$ cat config.mk
export PLATFORM = sky130hd
export DESIGN_NAME = draw_buffer_scanout
export DESIGN_NICKNAME = d
export VERILOG_FILES = /design/src/rtl/draw_buffer_scanout.sv
export SDC_FILE = /design/constraint.sdc
export NUM_CORES = 1
export LEC_CHECK = 0
export ABC_AREA = 0
export CORE_AREA = 2 2 135 137
export CTS_CLUSTER_DIAMETER = 50
export DETAILED_ROUTE_END_ITERATION = 7
export DIE_AREA = 0 0 137 139
export DONT_BUFFER_PORTS = 1
export GPL_ROUTABILITY_DRIVEN = 0
export GPL_TIMING_DRIVEN = 0
export PLACE_DENSITY = 0.71
export SYNTH_ARGS = -nofsm -noshare
export SYNTH_HDL_FRONTEND = slang
export SYNTH_SLANG_ARGS = --single-unit
$ cat constraint.sdc
create_clock -name clk -period 3.3 [get_ports clk]
set_clock_uncertainty 0.1 [all_clocks]
set_input_delay 0.66 -clock clk [delete_from_list [all_inputs] [get_ports clk]]
set_output_delay 0.66 -clock clk [all_outputs]
set_load 0.03 [all_outputs]
$ cat src/rtl/draw_buffer_scanout.sv
// Drains the draw-buffer RAM one 32-bit word at a time and streams four LSB-first pixels per word as an Avalon-ST frame.
// Define SCANOUT_LOOP_EN to rescan frames back to back after a single start.
module draw_buffer_scanout #(
    parameter int WORDS      = 9600,
    parameter int ADDR_W     = 14,
    parameter int FIFO_DEPTH = 4
) (
    input  logic              clk,
    input  logic              reset,
    input  logic              start,
    output logic              busy,
    output logic              frame_done,
    output logic [ADDR_W-1:0] m_address,
    output logic              m_chipselect,
    output logic              m_read,
    output logic [3:0]        m_byteenable,
    input  logic [31:0]       m_readdata,
    output logic [7:0]        st_data,
    output logic              st_valid,
    input  logic              st_ready,
    output logic              st_sop,
    output logic              st_eop
);

    localparam int PTR_W = $clog2(FIFO_DEPTH);
    localparam int CNT_W = PTR_W + 1;
    localparam logic [ADDR_W-1:0] LAST_ADDR = ADDR_W'(WORDS - 1);

    typedef enum logic [1:0] {
        IDLE  = 2'd0,
        FETCH = 2'd1,
        DRAIN = 2'd2
    } state_t;

    state_t            state_r;
    logic              busy_r;
    logic              frame_done_r;
    logic [ADDR_W-1:0] rd_addr_r;
    logic              rd_pend_r;

    logic [31:0]       fifo_mem_r [FIFO_DEPTH];
    logic [PTR_W-1:0]  wr_ptr_r;
    logic [PTR_W-1:0]  rd_ptr_r;
    logic [CNT_W-1:0]  fifo_cnt_r;

    logic [31:0]       hold_r;
    logic [1:0]        byte_idx_r;
    logic              hold_valid_r;
    logic              hold_sop_r;
    logic              hold_eop_r;
    logic [ADDR_W-1:0] pop_idx_r;

    logic [CNT_W:0]    occupancy_s;
    logic              issue_s;
    logic              fifo_has_s;
    logic              word_avail_s;
    logic              beat_acc_s;
    logic              last_byte_s;
    logic              pop_s;
    logic              pop_mem_s;
    logic              push_s;
    logic [31:0]       pop_word_s;
    logic              eop_acc_s;
    logic              frame_restart_s;

    // Read credit and unpacker handshake decode; the holding register counts as one of the word slots.
    always_comb begin
        occupancy_s     = (CNT_W+1)'(fifo_cnt_r) + (CNT_W+1)'(hold_valid_r) + (CNT_W+1)'(rd_pend_r);
        issue_s         = (state_r == FETCH) && (occupancy_s < (CNT_W+1)'(FIFO_DEPTH));
        fifo_has_s      = (fifo_cnt_r != {CNT_W{1'b0}});
        word_avail_s    = fifo_has_s || rd_pend_r;
        beat_acc_s      = hold_valid_r && st_ready;
        last_byte_s     = (byte_idx_r == 2'd3);
        pop_s           = (!hold_valid_r || (beat_acc_s && last_byte_s)) && word_avail_s;
        pop_mem_s       = pop_s && fifo_has_s;
        push_s          = rd_pend_r && !(pop_s && !fifo_has_s);
        pop_word_s      = fifo_has_s ? fifo_mem_r[rd_ptr_r] : m_readdata;
        eop_acc_s       = beat_acc_s && last_byte_s && hold_eop_r;
        frame_restart_s = ((state_r == IDLE) && start) || eop_acc_s;
    end

    assign m_chipselect = issue_s;
    assign m_read       = issue_s;
    assign m_address    = issue_s ? rd_addr_r : {ADDR_W{1'b0}};
    assign m_byteenable = 4'hF;
    assign st_data      = hold_r[7:0];
    assign st_valid     = hold_valid_r;
    assign st_sop       = hold_valid_r && hold_sop_r && (byte_idx_r == 2'd0);
    assign st_eop       = hold_valid_r && hold_eop_r && last_byte_s;
    assign busy         = busy_r;
    assign frame_done   = frame_done_r;

    // Frame sequencer: start acceptance, read address generation and end-of-frame handling.
    always_ff @(posedge clk or posedge reset) begin
        if (reset) begin
            state_r      <= IDLE;
            busy_r       <= 1'b0;
            frame_done_r <= 1'b0;
            rd_addr_r    <= {ADDR_W{1'b0}};
            rd_pend_r    <= 1'b0;
        end else begin
            frame_done_r <= 1'b0;
            rd_pend_r    <= issue_s;
            case (state_r)
                IDLE: begin
                    if (start) begin
                        state_r   <= FETCH;
                        busy_r    <= 1'b1;
                        rd_addr_r <= {ADDR_W{1'b0}};
                    end
                end
                FETCH: begin
                    if (issue_s) begin
                        if (rd_addr_r == LAST_ADDR) begin
                            state_r <= DRAIN;
                        end else begin
                            rd_addr_r <= rd_addr_r + {{(ADDR_W-1){1'b0}}, 1'b1};
                        end
                    end
                end
                DRAIN: begin
                    if (eop_acc_s) begin
                        frame_done_r <= 1'b1;
`ifdef SCANOUT_LOOP_EN
                        state_r      <= FETCH;
                        rd_addr_r    <= {ADDR_W{1'b0}};
`else
                        state_r      <= IDLE;
                        busy_r       <= 1'b0;
`endif
                    end
                end
                default: begin
                    state_r <= IDLE;
                    busy_r  <= 1'b0;
                end
            endcase
        end
    end

    // Word FIFO pointers and occupancy; a word popped while the FIFO is empty bypasses storage.
    always_ff @(posedge clk or posedge reset) begin
        if (reset) begin
            wr_ptr_r   <= {PTR_W{1'b0}};
            rd_ptr_r   <= {PTR_W{1'b0}};
            fifo_cnt_r <= {CNT_W{1'b0}};
        end else begin
            if (push_s) begin
                wr_ptr_r <= wr_ptr_r + {{(PTR_W-1){1'b0}}, 1'b1};
            end
            if (pop_mem_s) begin
                rd_ptr_r <= rd_ptr_r + {{(PTR_W-1){1'b0}}, 1'b1};
            end
            case ({push_s, pop_mem_s})
                2'b10:   fifo_cnt_r <= fifo_cnt_r + {{(CNT_W-1){1'b0}}, 1'b1};
                2'b01:   fifo_cnt_r <= fifo_cnt_r - {{(CNT_W-1){1'b0}}, 1'b1};
                default: fifo_cnt_r <= fifo_cnt_r;
            endcase
        end
    end

    // Word FIFO storage.
    always_ff @(posedge clk) begin
        if (push_s) begin
            fifo_mem_r[wr_ptr_r] <= m_readdata;
        end
    end

    // Unpacker: holds one word and shifts out its bytes LSB first, tagging frame boundaries.
    always_ff @(posedge clk or posedge reset) begin
        if (reset) begin
            hold_r       <= 32'h0000_0000;
            byte_idx_r   <= 2'd0;
            hold_valid_r <= 1'b0;
            hold_sop_r   <= 1'b0;
            hold_eop_r   <= 1'b0;
            pop_idx_r    <= {ADDR_W{1'b0}};
        end else begin
            if (pop_s) begin
                hold_r       <= pop_word_s;
                byte_idx_r   <= 2'd0;
                hold_valid_r <= 1'b1;
                hold_sop_r   <= (pop_idx_r == {ADDR_W{1'b0}});
                hold_eop_r   <= (pop_idx_r == LAST_ADDR);
            end else if (beat_acc_s) begin
                hold_r       <= {8'h00, hold_r[31:8]};
                byte_idx_r   <= byte_idx_r + 2'd1;
                hold_valid_r <= !last_byte_s;
            end
            if (frame_restart_s) begin
                pop_idx_r <= {ADDR_W{1'b0}};
            end else if (pop_s && (pop_idx_r != LAST_ADDR)) begin
                pop_idx_r <= pop_idx_r + {{(ADDR_W-1){1'b0}}, 1'b1};
            end
        end
    end

endmodule

Word-level counts from Yosys, hierarchy flattened:

Memories as Yosys holds them, arrays and structs flattened.
Index checks and enable logic that the tools add are counted.

* output and inout port bits: 33
* bits in read-only memories: 0
* latch bits: 0
* input port bits: 36
* memories kept: 1
* bits in writable memories: 128
* bits in registers: 77

* bitwise gates (word level): 1
* equality and inequality tests: 13
* divide/modulo/power cells: 0
* $add $sub $neg: 9
* multiply operators: 0
* muxes and demuxes: 27
* shifts and indexed selects: 0
* reduce and logical (&&, ||, !) cells: 32
* magnitude comparators: 1

Memory list
* fifo_mem_r: depth 4, bits a word 32, read ports 1, clocked after memory_dff 0, write ports 1, line 41 `logic [31:0] fifo_mem_r [FIFO_DEPTH];`

Operators by type and width (number)
* two-way mux 32 bit: 3
* two-way mux 14 bit: 6
* adder 14 x 1 -> 14 bit (second input constant): 2
* == test 14 bit (second input constant): 2
* case mux 14 bit (2 select lines): 1
* logical AND 1 bit: 14
* zero test 14 bit: 1
* inequality test 14 bit (second input constant): 1
* two-way mux 2 bit: 6
* two-way mux 1 bit: 8
* inequality test 2 bit (second input constant): 4
* AND reduction 4 bit: 2
* nonzero test 2 bit: 4
* adder 2 x 1 -> 2 bit (second input constant): 3
* == test 2 bit (second input constant): 3
* case mux 2 bit (3 select lines): 1
* case mux 3 bit (2 select lines): 1
* adder 3 x 1 -> 4 bit: 1
* adder 4 x 1 -> 4 bit: 1
* == test 2 x 1 -> 1 bit (second input constant): 2
* zero test 1 bit: 4
* zero test 2 bit: 2
* < comparator 4 x 3 -> 1 bit (second input constant): 1
* adder 3 x 1 -> 3 bit (second input constant): 1
* other kinds (7): 9

Logic depth before layout (Yosys ltp):

* depth after elaboration: 9
* mapped depth: 11
* mapped depth without buffers: 11

Worst setup path before layout:

No wires, ideal clock.

* kind: register to output
* from: reg fifo_cnt_r[0]
* to: out m_address[0]
* path slack: 0.261 ns
* arrival time: 2.279 ns
* path buffers: 1
* cell stages (with the launch flop): 6
* path through: dfrtp_1 -> ha_1 -> a21o_1 -> a2111oi_4 -> clkbuf_1 -> and2_1

* longest elaborated chain between the ends: 5

RTL lines
* from (decl): line 44 `logic [CNT_W-1:0] fifo_cnt_r;`
* from (signal assigned): line 146 `fifo_cnt_r <= {CNT_W{1'b0}};`
* from (signal assigned): line 155 `2'b10: fifo_cnt_r <= fifo_cnt_r + {{(CNT_W-1){1'b0}}, 1'b1};`
* from (signal assigned): line 156 `2'b01: fifo_cnt_r <= fifo_cnt_r - {{(CNT_W-1){1'b0}}, 1'b1};`
* adder 3 x 1 -> 4 bit: line 68 `occupancy_s = (CNT_W+1)'(fifo_cnt_r) + (CNT_W+1)'(hold_valid_r) + (CNT_W+1)'(rd_pend_r);`
* adder 4 x 1 -> 4 bit: line 68
* < comparator 4 x 3 -> 1 bit: line 69 `issue_s = (state_r == FETCH) && (occupancy_s < (CNT_W+1)'(FIFO_DEPTH));`
* logical AND 1 bit: line 69
* net m_chipselect: line 14 `output logic m_chipselect,`
* two-way mux 14 bit: line 84 `assign m_address = issue_s ? rd_addr_r : {ADDR_W{1'b0}};`
* to (decl): line 13 `output logic [ADDR_W-1:0] m_address,`

The timed path passes the listed nets, and every way through them passes these cells.

Worst setup path in the final report:

* from: reg fifo_cnt_r[0]
* to: out m_address[5]

* longest elaborated chain between the ends: 5

RTL lines (line)
* adder 3 x 1 -> 4 bit: 68
* adder 4 x 1 -> 4 bit: 68
* < comparator 4 x 3 -> 1 bit: 69
* logical AND 1 bit: 69
* two-way mux 14 bit: 84

Every way passes these cells.

==> out/metrics.yaml <==
status:
  violations: "negative setup slack"
  status: "finished, violations left"
global_route:
  grt_pass1_vias: 5815
  antenna_found_initial: 0
  grt-ovfl-total: 0
  track_usage_pct: 21.3
  grt_pass1_wl_um: 31600
  grt_max_degree: 57
detailed_routing:
  vias_per_cell: 5.90
  dr.pass1.iters: 5
  vias: 5701
  wl_per_cell_um: 20.4
  ant_nets: 0
  routed_wl_um: 19700
  route.detailed.drc: 0
  drt_iter0_drc: 398
final_layout:
  syn_to_final_growth_pct: 12.9
  fin_nets: 768
  drive_above_1_share_pct: 17.2
  insertedDiodeCount: 0
  nFillCells: 1372
setup_path:
  critPathCapture: "m_address[5]"
  r2r_slack_ns: 0.45
  cp_max_fo: 8
  crit_arrival_ns: 2.64
  cp-startpoint: "fifo_cnt_r[0]$_DFFE_PP0P_"
  crit_chain: "ha_1, a21o_1, a21oi_1, nand2_1, nor3_1"
  crit_type: "flop to primary output"
  required_ns: 2.54
  cpMaxStageDelayCell: "nor3_1"
  cp-start-kind: "flop"
  reg2reg_from: "fifo_cnt_r[1]$_DFFE_PP0P_"
  cp-end-kind: "primary output"
  worst_r2r_endpoint: "fifo_cnt_r[2]$_DFFE_PP0P_"
  cp_slowest_stage_delay_ns: 0.79
  reg2regPathDepth: 10
timing:
  fin_crit_ns: 3.40
  setup_viol: 4
  grt_setup_unrepaired: "yes"
  slew_headroom_pct: 37.9
  tightest_slew_ns: 0.925
  hold_viol_final: 0
  period_share_pct: 103
  fin_hold_ws_ns: 0.134
  clock.fmax_mhz: 294
  slew_viol_final: 0
  fin_ws_ns: -0.0961
clock_network:
  cts_num_sinks: 205
  clk_path_buf_depth: 3
  cts_tree: "yes"
  ctsHtreeMaxLevel: 1
  cts.clk_slew.worst_paths_ns: 0.06
  cts_buffers: 23
  clk_latency_ns: 0.52
  root_buffer: "clkbuf_16"
floorplanning:
  ios: 69
  chipWidth_um: 137
  initial_core_util_pct: 51.8
  core-area_um2: 17700
  die_area_um2: 19000
  fp.dieH_um: 139
  fp-row-count: 49
synthesis:
  ys_types: 54
  async_flop_share_pct: 37.6
  netlist_area_um2: 9140
  syn_avg_cell_area_um2: 13.3
  yosysSeqAreaShare_pct: 63.2
  synth-edff-count: 128
  yosys_register_bits: 205
  yosys-top-cells-area: "edfxtp_1 42%, dfrtp_1 21%, mux4_2 7.9%, nor2_1 1.8%, inv_1 1.8%"
  synthCells: 685
  yosysTopAreaCell: "edfxtp_1"
  ys_top_cells_by_count: "128 x edfxtp_1, 77 x dfrtp_1, 45 x nor2_1"
  post-synth-top-count-cell: "edfxtp_1"
  synth.top_cell.area_share_pct: 42.1
  ys.flop_type: "edfxtp_1"
  yosysWarnings: 0
power_and_ir_drop:
  p_per_area_nw_per_um2: 915
  share_comb_of_total_power_pct: 33.9
  power_leakage_nw: 3.96
  netSwitchingFraction_pct: 35.3
  intPower_mw: 6.11
  finalPower_mw: 9.44
  p_switching_mw: 3.34
  peakVddDrop_mv: 0.564
  clockPowerShare_pct: 25.8
  seqPwrFrac_pct: 40.3
placement:
  post-place-ws_ns: -0.0533
  dpl.hpwl_um: 13100
  io_buffer_count: 0
hold_path:
  hp-class: "input pin to flop"
flow_run:
  maxCapViolCount: 0
## registers in the layout, indices dropped and copies added, names as in the netlist
signal	flops
fifo_mem_r	128
hold_r	32
pop_idx_r	14
rd_addr_r	14
fifo_cnt_r	3
byte_idx_r	2
rd_ptr_r	2
state_r	2
wr_ptr_r	2
busy	1
frame_done	1
hold_eop_r	1
hold_sop_r	1
rd_pend_r	1
st_valid	1
## cell usage in the layout, fill, tap and decap left out, types with 4 or more instances in the layout
| cell | synthesis | final |
|---|---|---|
| mux4_2 | 32 | 32 |
| o22ai_1 | 17 | 17 |
| xor2_1 | 11 | 11 |
| buf_4 | 16 | 17 |
| inv_1 | 44 | 43 |
| and3_1 | 10 | 10 |
| a21oi_1 | 11 | 11 |
| conb_1 | 1 | 4 |
| buf_2 | 15 | 15 |
| and4_1 | 4 | 4 |
| a211oi_1 | 7 | 7 |
| a222oi_1 | 8 | 8 |
| o21ai_0 | 27 | 27 |
| and2_2 | 0 | 5 |
| nand4_1 | 11 | 11 |
| clkbuf_1 | 19 | 20 |
| and2_1 | 14 | 9 |
| nor2_1 | 45 | 45 |
| nor3_1 | 18 | 16 |
| clkbuf_16 | 0 | 23 |
| nor4_1 | 7 | 7 |
| dfrtp_1 | 77 | 77 |
| nand2_1 | 41 | 41 |
| nand3b_1 | 8 | 8 |
| ha_1 | 11 | 11 |
| mux2i_1 | 7 | 7 |
| a31oi_1 | 21 | 21 |
| xnor2_1 | 9 | 9 |
| edfxtp_1 | 128 | 128 |
| clkinv_2 | 0 | 6 |
| nand3_1 | 18 | 18 |
| o211ai_1 | 7 | 7 |
| o21ai_1 | 10 | 10 |
## worst max-delay path, delay by kind of cell (launching register included)
kind                     cells  cell delay [ns]
AO/OA/AOI/OAI                2             0.37
flip-flops                   1             0.43
AND/OR/NAND/NOR              2             1.03
adder cells (fa/ha/maj)      1             0.30
## what timing repair did
| item | 4_1_cts | 5_1_grt |
|---|---|---|
| gates resized for setup | 4 | 2 |
| endpoints found under the setup margin | 16 | 6 |
| hold endpoints to repair | 21 | 0 |
| hold buffers | 1 | 0 |
| pin swaps | 1 | 0 |
| buffers inserted | 1 | 0 |
## how the worst min path moves through the flow
stage / to / startpoint / depth (start not counted) / slack, ns
after floorplan: hold_sop_r$_DFFE_PP0N_ / hold_sop_r$_DFFE_PP0N_ / 2 / 0.34
after global placement: hold_r[8]$_DFFE_PP0P_ / hold_r[8]$_DFFE_PP0P_ / 2 / 0.36
after detailed placement: hold_sop_r$_DFFE_PP0N_ / hold_sop_r$_DFFE_PP0N_ / 2 / 0.37
after CTS: fifo_mem_r[3][5]$_DFFE_PP_ / m_readdata[5] / 0 / 0.12
after global routing: fifo_mem_r[3][4]$_DFFE_PP_ / m_readdata[4] / 0 / 0.12
final: fifo_mem_r[0][4]$_DFFE_PP_ / m_readdata[4] / 0 / 0.13
## kinds of logic (layout without fill, tap and decap cells)
| family | count (synthesis) | in the layout | synth area share, % |
|---|---|---|---|
| flops | 205 | 205 | 63.2 |
| simple gates | 189 | 189 | 10.6 |
| compound gates | 120 | 120 | 8.63 |
| buf+inv | 98 | 147 | 5.13 |
| mux | 40 | 40 | 8.78 |
| xor+xnor | 20 | 20 | 1.92 |
| fa+ha+maj | 12 | 12 | 1.73 |
| other cells | 1 | 4 | 0.0410 |
## final cells by class
type,count,area (um^2),share of cell area [%]
inverter,44,168,1.62
sequential,205,5770,55.9
tap,229,287,2.78
clock buffer,26,597,5.78
multi-input combinational,385,2930,28.3
buffer,54,314,3.04
clock inverter,16,126,1.22
timing repair buffer,7,133,1.29
## power groups by stage
| stage | Clock, mW | Sequential (mW) | Combinational, mW |
|---|---|---|---|
| after floorplan | 0 | 3.71 | 2.42 |
| after global placement | 0 | 3.82 | 3.00 |
| after detailed placement | 0 | 3.85 | 3.17 |
| after CTS | 2.47 | 3.81 | 3.23 |
| after global routing | 2.59 | 3.87 | 3.50 |
| final | 2.44 | 3.80 | 3.21 |
## metrics by stage
stage          instance area, um^2  cells  util [%]  setup TNS, ns
2_1_floorplan                 9150    688         -              0
3_3_place_gp                  9440    917      53.4         -31.60
3_5_place_dp                  9560    922      54.1         -0.324
4_1_cts                      10300    966      58.4         -0.509
5_1_grt                      10300    966      58.4         -0.879
6_report                     10300    966      58.4         -0.341
## per-layer routing
layer | global-route usage, % | vias up | wire, um
li1 | - | 2618 | -
met1 | 28.7 | 2842 | 8250
met2 | 34.8 | 198 | 9590
met3 | 5.01 | 43 | 1320
met4 | 5.75 | 0 | 529
met5 | 0 | - | 0
(Power assumes the default switching activity.)
